--- src/rtl/sine_sched_pkg.sv ---
// Shared types and helpers for the time-multiplexed sine voice scheduler.
// Holds the FSM state enum, LUT/mix widths and the quarter-wave fold.
package sine_sched_pkg;

  typedef enum logic [1:0] {
    IDLE = 2'd0,
    ADDR = 2'd1,
    ACC  = 2'd2,
    OUT  = 2'd3
  } state_t;

  localparam int LUT_AW = 6;
  localparam int LUT_DW = 9;
  localparam int MIX_W  = 12;

  typedef struct packed {
    logic              neg;
    logic [LUT_AW-1:0] addr;
  } fold_t;

  // Top phase bit selects the negative half; the next one mirrors the index.
  function automatic fold_t quad_fold(input logic [7:0] msb);
    fold_t f;
    f.neg = msb[7];
    if (msb[6]) begin
      f.addr = 6'd63 - msb[5:0];
    end else begin
      f.addr = msb[5:0];
    end
    return f;
  endfunction

endpackage

--- src/rtl/sample_tick_gen.sv ---
// Free-running sample-rate divider: one-cycle tick every SAMPLE_DIV clocks,
// first tick SAMPLE_DIV-1 cycles after reset release.
module sample_tick_gen #(
  parameter int SAMPLE_DIV = 250
) (
  input  logic clk,
  input  logic rst,
  output logic tick
);

  localparam int CW = (SAMPLE_DIV > 2) ? $clog2(SAMPLE_DIV) : 1;
  localparam logic [CW-1:0] LAST_CNT = CW'(SAMPLE_DIV - 1);
  localparam logic [CW-1:0] PRE_CNT  = CW'(SAMPLE_DIV - 2);

  logic [CW-1:0] cnt_r;

  // Wrapping counter; tick is registered one count early so it lines up with LAST_CNT.
  always_ff @(posedge clk) begin
    if (rst) begin
      cnt_r <= '0;
      tick  <= 1'b0;
    end else begin
      tick  <= (cnt_r == PRE_CNT);
      cnt_r <= (cnt_r == LAST_CNT) ? '0 : cnt_r + CW'(1);
    end
  end

endmodule

--- src/rtl/sine_voice_scheduler.sv ---
// Shares one quarter-wave sine LUT among NUM_VOICES DDS voices and mixes them.
// Optional feature: define SINE_SCHED_OVERRUN_EN to add the sticky overrun output.
module sine_voice_scheduler
  import sine_sched_pkg::*;
#(
  parameter int NUM_VOICES = 4,
  parameter int PHASE_W    = 24,
  parameter int SAMPLE_DIV = 250
) (
  input  logic                     clk,
  input  logic                     rst,
  input  logic                     ftw_wr,
  input  logic [1:0]               ftw_sel,
  input  logic [PHASE_W-1:0]       ftw_data,
  input  logic [NUM_VOICES-1:0]    voice_en,
  output logic [LUT_AW-1:0]        lut_addr,
  input  logic [LUT_DW-1:0]        lut_sin,
  output logic signed [MIX_W-1:0]  sample_out,
  output logic                     sample_valid,
  output logic                     busy
`ifdef SINE_SCHED_OVERRUN_EN
  ,
  output logic                     overrun
`endif
);

  localparam logic [1:0] LAST_V = 2'(NUM_VOICES - 1);

  state_t                   state_r;
  logic [1:0]               v_r;
  logic                     neg_r;
  logic signed [MIX_W-1:0]  mix_r;
  logic [PHASE_W-1:0]       phase_r [4];
  logic [PHASE_W-1:0]       ftw_r   [4];
  logic                     tick_s;
  logic [3:0]               en_s;
  logic signed [MIX_W-1:0]  contrib_s;
  fold_t                    fold_s;

  sample_tick_gen #(
    .SAMPLE_DIV(SAMPLE_DIV)
  ) u_tick (
    .clk (clk),
    .rst (rst),
    .tick(tick_s)
  );

  assign busy   = (state_r != IDLE);
  assign fold_s = quad_fold(phase_r[v_r][PHASE_W-1 -: 8]);

  // Voice enables widened to the fixed 4-slot voice table.
  always_comb begin
    en_s = 4'b0000;
    en_s[NUM_VOICES-1:0] = voice_en;
  end

  // Signed contribution of the current voice from the LUT magnitude.
  always_comb begin
    contrib_s = '0;
    if (en_s[v_r]) begin
      if (neg_r) begin
        contrib_s = -$signed({{(MIX_W-LUT_DW){1'b0}}, lut_sin});
      end else begin
        contrib_s = $signed({{(MIX_W-LUT_DW){1'b0}}, lut_sin});
      end
    end else begin
      contrib_s = '0;
    end
  end

  // Frame sequencer: address / accumulate per voice, then publish the mix.
  always_ff @(posedge clk) begin
    if (rst) begin
      state_r      <= IDLE;
      v_r          <= 2'd0;
      neg_r        <= 1'b0;
      mix_r        <= '0;
      lut_addr     <= '0;
      sample_out   <= '0;
      sample_valid <= 1'b0;
      for (int i = 0; i < 4; i++) begin
        phase_r[i] <= '0;
        ftw_r[i]   <= '0;
      end
`ifdef SINE_SCHED_OVERRUN_EN
      overrun      <= 1'b0;
`endif
    end else begin
      // ACC below reads the old ftw, so a same-cycle write lands next frame.
      if (ftw_wr && (ftw_sel <= LAST_V)) begin
        ftw_r[ftw_sel] <= ftw_data;
      end
      sample_valid <= 1'b0;
      case (state_r)
        IDLE: begin
          if (tick_s) begin
            state_r <= ADDR;
            v_r     <= 2'd0;
          end
        end
        ADDR: begin
          lut_addr <= fold_s.addr;
          neg_r    <= fold_s.neg;
          state_r  <= ACC;
        end
        ACC: begin
          mix_r        <= mix_r + contrib_s;
          phase_r[v_r] <= en_s[v_r] ? (phase_r[v_r] + ftw_r[v_r]) : '0;
          if (v_r == LAST_V) begin
            state_r <= OUT;
          end else begin
            v_r     <= v_r + 2'd1;
            state_r <= ADDR;
          end
        end
        OUT: begin
          sample_out   <= mix_r;
          mix_r        <= '0;
          sample_valid <= 1'b1;
          state_r      <= IDLE;
        end
        default: begin
          state_r <= IDLE;
        end
      endcase
`ifdef SINE_SCHED_OVERRUN_EN
      if (tick_s && (state_r != IDLE)) begin
        overrun <= 1'b1;
      end
`endif
    end
  end

endmodule

--- config.mk ---
export PLATFORM = sky130hd
export DESIGN_NAME = sine_voice_scheduler
export DESIGN_NICKNAME = d
export VERILOG_FILES = /design/src/rtl/sine_sched_pkg.sv /design/src/rtl/sample_tick_gen.sv /design/src/rtl/sine_voice_scheduler.sv
export SDC_FILE = /design/constraint.sdc
export NUM_CORES = 1
export LEC_CHECK = 0
export ABC_AREA = 0
export CAP_MARGIN = 15
export CORE_MARGIN = 4
export CORE_UTILIZATION = 27
export DETAILED_ROUTE_END_ITERATION = 12
export HOLD_SLACK_MARGIN = 0.05
export PLACE_DENSITY_LB_ADDON = 0.15
export SYNTH_ARGS = -nofsm -noshare
export SYNTH_HDL_FRONTEND = slang
export SYNTH_SLANG_ARGS = --single-unit
--- constraint.sdc ---
create_clock -name clk -period 12.25 [get_ports clk]
set_input_delay 2.45 -clock clk [delete_from_list [all_inputs] [get_ports clk]]
set_output_delay 2.45 -clock clk [all_outputs]
set_load 0.1 [all_outputs]
---- Yosys cells after proc, flatten, opt, wreduce, memory -nomap -nowiden ----
Memories as Yosys holds them, arrays and structs flattened. A register that Yosys moved wholly into a read port is not among the register bits.
Index checks and enable logic that the tools add are counted.
cells by class
  $add $sub $neg .......................... 6
  magnitude comparators ................... 2
  equality and inequality tests ........... 8
  muxes and demuxes ....................... 32
  reductions and logical operators ........ 9
operator list
  kind                 count
  $mux 24              3
  $reduce_or 24->1     2
  $add 24x24->24       1
  $mux 12              2
  $pmux 12 s2          1
  $mux 2               10
  $eq 8x8->1 const B   2
  $add 12x12->12       1
  $mux 1               12
  $neg 9->12           1
  $add 8x1->8 const B  1
  $pmux 2 s4           1
  $eq 2x2->1 const B   3
  $mux 6               1
  $reduce_bool 2->1    3
  $sub 6x6->6 const A  1
  $pmux 2 s2           1
  $lt 2x3->1 const B   1
  $reduce_and 3->1     1
  $add 2x1->2 const B  1
  $bmux 1 s2           1
  $eq 2x1->1 const B   1
  $le 2x2->1 const B   1
  $logic_not 2->1      1
  4 further kinds      4
storage, ports and cells
  register bits ........................... 45
  memory bits (writable) .................. 192
  word-level logic and storage cells ...... 68
  memories kept ........................... 2
memories
  memory   depth  width  rd ports  clocked after memory_dff  write ports  line                        RTL
  ftw_r    4      24     1         1                         4            sine_voice_scheduler.sv:34  logic [PHASE_W-1:0] ftw_r [4];
  phase_r  4      24     1         1                         4            sine_voice_scheduler.sv:33  logic [PHASE_W-1:0] phase_r [4];

---- Depth between registers and ports, before layout ----
  depth after elaboration ................. 7
  depth in mapped cells ................... 15
  gate-level depth less buffers ........... 14

---- By module ----
Synthesis repeated with hierarchy kept, for this count alone.
second synthesis, totals
  cells, all modules ...................... 957
  area, all modules ....................... 11806.3 µm²
modules (own cells, without submodules)
  module                times used  cells each  area an instance (µm²)  sequential area each (µm²)
  sine_voice_scheduler  1           910         11390.9                 6526.3
  sample_tick_gen       1           47          415.4                   180.2

---- Least setup slack after synthesis ----
No wires, ideal clock.
  path kind ............................... input -> register
  start ................................... input lut_sin[4]
  end ..................................... register mix_r[11]
  library setup time ...................... 127 ps
  arrival ................................. 5040 ps
  required time ........................... 12123 ps
  slack ................................... 7083 ps
  cell stages on the path ................. 13
  cells stage by stage .................... or3_4 -> or3_2 -> o31ai_1 -> xor2_1 -> nor2_1 -> ha_1 -> nor4_1 -> o21ai_0 -> a21o_1 -> nand4_1 -> nand2_1 -> o21ai_0 -> or3b_1
on the way
  longest elaborated chain between the ends .. 5
RTL lines
  element               line                         RTL
  from (decl)           sine_voice_scheduler.sv:17   input logic [LUT_DW-1:0] lut_sin,
  $neg 9->12            sine_voice_scheduler.sv:62   contrib_s = -$signed({{(MIX_W-LUT_DW){1'b0}}, lut_sin});
  $mux 12 *             sine_voice_scheduler.sv:61   if (neg_r) begin
  $mux 12 *             sine_voice_scheduler.sv:60   if (en_s[v_r]) begin
  $add 12x12->12 *      sine_voice_scheduler.sv:107  mix_r <= mix_r + contrib_s;
  $pmux 12 s2 *         sine_voice_scheduler.sv:94   case (state_r)
  to (signal assigned)  sine_voice_scheduler.sv:107
  to (decl)             sine_voice_scheduler.sv:32   logic signed [MIX_W-1:0] mix_r;
Mark *: on every way between the ends. The rest lies on a longest branch, timed or not.
A chain may end at the register's enable or synchronous reset.

---- Worst setup path after layout ----
  start ................................... input lut_sin[2]
  end ..................................... register mix_r[11]
The elaborated chain is that of the path after synthesis.

==> impl_metrics.yaml <==
placement:
  gp_congestion: 0.7745
  pre_cts_ws_ns: 6.322
  place_hpwl_um: 18750
  dpl-instance-area_um2: 13080
  place_inst: 1561
  portBuffers: 61
logic_synthesis:
  syn_area_um2: 11900
  synth_edf_count: 192
  synthFlopType: "edfxtp_1"
  synth_most_common_cell: "edfxtp_1"
  synth_largest_area_cell: "edfxtp_1"
  async_reset_ff_share_pct: 0
  synth_nets: 1039
  yosysSeqAreaShare_pct: 56.37
  ys_seq_elements: 239
  synthTopCellsByArea: "edfxtp_1 (48%), mux4_2 (9.1%), dfxtp_1 (7.9%)"
  yosys_warnings: 0
  syn_avg_cell_area_um2: 12.45
  synth_cell_types: 70
  synthTopCellsByCount: "edfxtp_1 (192), nor2_1 (137), and2_1 (103)"
  synth.top_cell.area_share_pct: 48.46
  syn_inst: 956
clocking:
  cts_resized: 0
  root_buffer: "clkbuf_16"
  clk_path_buf_depth: 3
  hold_buffers: 0
  numCtsBuffers: 28
  post_cts.repair.setup_buffers: 0
  clock_latency_ns: 0.54
  clk_pin_slew_ns: 0.06
  clock-sinks: 239
  tritoncts: "built"
  htreeDepth: 1
cells_and_area:
  final_area_um2: 13910
  final_util_pct: 32.07
  stdcell_count: 1609
  area_delta_synth_final_pct: 16.89
  nets: 1089
  drive_above_1_share_pct: 11.52
  num_antenna_cells: 0
critical_path:
  startpoint_type: "primary input"
  path_class: "primary input to flop"
  cp-endpoint: "mix_r[11]$_SDFFE_PP0P_"
  reg2reg_to: "phase_r[2][23]$_SDFFCE_PN0P_"
  regToRegSetupSlack_ns: 7.84
  cp.arrival_ns: 5.82
  cp_max_fo: 4
  crit_required_ns: 12.67
  cp-startpoint: "lut_sin[2]"
  cp-end-kind: "flop"
  reg2reg_depth: 10
grt:
  grt_pass1_vias: 7695
  grt_pass1_wl_um: 45600
  grt_overflow_total: 0
  antenna_found_initial: 1
  gr-usage-all-layers_pct: 12.24
  grt_start_max_net_pins: 50
sta:
  rsz0062_at_grt: "false"
  hold_ws_ns: 0.4544
  relSlewSlack_pct: 29.00
  report.final.slew_viol_count: 0
  setup_tns_ns: 0
  finalSetupViolCount: 0
  finalCriticalPeriod_ns: 5.396
  timing.final.crit_share_pct: 44.05
  fmax_mhz: 185.3
  hold_viol: 0
  worst_pin_slew_ns: 1.064
  setup_ws_ns: 6.854
  fin_skew_ns: 0.009485
power_and_ir_drop:
  p_leak_nw: 4.917
  ir_worst_vdd_mv: 0.07277
  p_per_area_nw_per_um2: 133.1
  report.power.total_mw: 1.851
route:
  wl_um: 28960
  drt_iter0_drc: 479
  avgViaCountPerCell: 4.549
  vias: 7320
  drc: 0
  firstDrtPassIters: 5
  drtAntennaViolNets: 0
  routedWlPerCell_um: 18.00
outcome:
  status: "finished, final reports clean"
floorplanning:
  die_x_um: 217.9
  fp-row-count: 76
  die_h_um: 217.9
  core_area_um2: 43360
  initial_core_util_pct: 27.44
  die_area_um2: 47490
  ioPinCount: 62
worst_hold_path:
  hold_path.class: "flop to flop"
  hp-start: "sample_out[0]$_SDFFE_PP0P_"
job:
  cap_viol_max_count: 0
[layout by cell type (no fill, tap or decap), drive strengths merged, types with 4 or more instances in the layout]
cell           instances
a21o                  13
xnor2                 26
xor2                  23
and2                 103
clkdlybuf4s50         60
nor2                 139
inv                   21
o21ai                 12
buf                    7
clkbuf                38
a22oi                  7
nand2                 68
ha                    39
nand3                 13
or2                    6
clkinv                 8
nand4                  4
mux4                  48
nand2b                 9
a211oi                 9
edfxtp               192
o211ai                 5
o21a                   6
nor3                   6
nor2b                  4
nor3b                  4
a21oi                 45
o21bai                 5
mux2i                  4
or3                    7
dfxtp                 47
and3                   6
[worst min path at each step]
stage / to / cells past startpoint / slack [ns]
6_report: sample_out[0]$_SDFFE_PP0P_ / 2 / 0.45
3_5_place_dp: sample_out[0]$_SDFFE_PP0P_ / 2 / 0.45
3_3_place_gp: sample_out[4]$_SDFFE_PP0P_ / 2 / 0.45
4_1_cts: sample_out[0]$_SDFFE_PP0P_ / 2 / 0.46
5_1_grt: sample_out[2]$_SDFFE_PP0P_ / 2 / 0.48
2_1_floorplan: u_tick.cnt_r[0]$_SDFF_PP0_ / 1 / 0.44
[report_power, final]
part	internal, mW	switching, mW
Combinational	0.0621	0.0917
Sequential	0.913	0.00965
Clock	0.449	0.325
Total	1.42	0.427
[routing by layer]
layer  vias to the layer above  wire [µm]  GRT usage [%]
met1                      3602      13620          16.36
li1                       3575          -              -
met3                        33       1027          2.034
met4                         0        544          2.486
met5                         -          0              0
met2                       110      13770          21.06
[cell type report]
class	instances	area (µm²)
fillers	4444	29450
flip-flops and latches	239	6711
multi-input cells	649	4906
clock buffers	38	759.5
well taps	585	732.0
repair buffers	67	650.6
inverters	21	78.83
clock inverters	10	68.82
[state kept, by name, indices dropped and copies added, names as in the netlist, 2 cells and up, named ones only]
signal	cells
ftw_r	96
lut_addr	6
v_r	2
phase_r	96
sample_out	12
state_r	2
mix_r	12
u_tick.cnt_r	8
[kinds of logic (layout without fill, tap and decap cells)]
logic type | Yosys count | in the layout | synth area share, %
DFF | 239 | 239 | 56.37
muxes | 53 | 53 | 9.517
buffers and inverters | 68 | 136 | 2.734
xor gates and xnor gates | 49 | 49 | 3.607
AOI/OAI and AO/OA | 128 | 128 | 7.330
adders and majority gates | 41 | 41 | 4.438
and+or+nand+nor | 378 | 378 | 16.01
[critical path, cell delays in order]
cell and delay (ns):
clkdlybuf4s50_1 0.47, or3_4 0.42, or3_2 0.44, o31ai_1 0.25, xor2_1 0.20, nor2_1 0.06, ha_1 0.22, nor4_1 0.39
o21ai_0 0.15, a21o_1 0.19, nand4_1 0.08, nand2_1 0.07, o21ai_0 0.07, or3b_1 0.35
No activity file was read; power rests on OpenSTA's default activity.
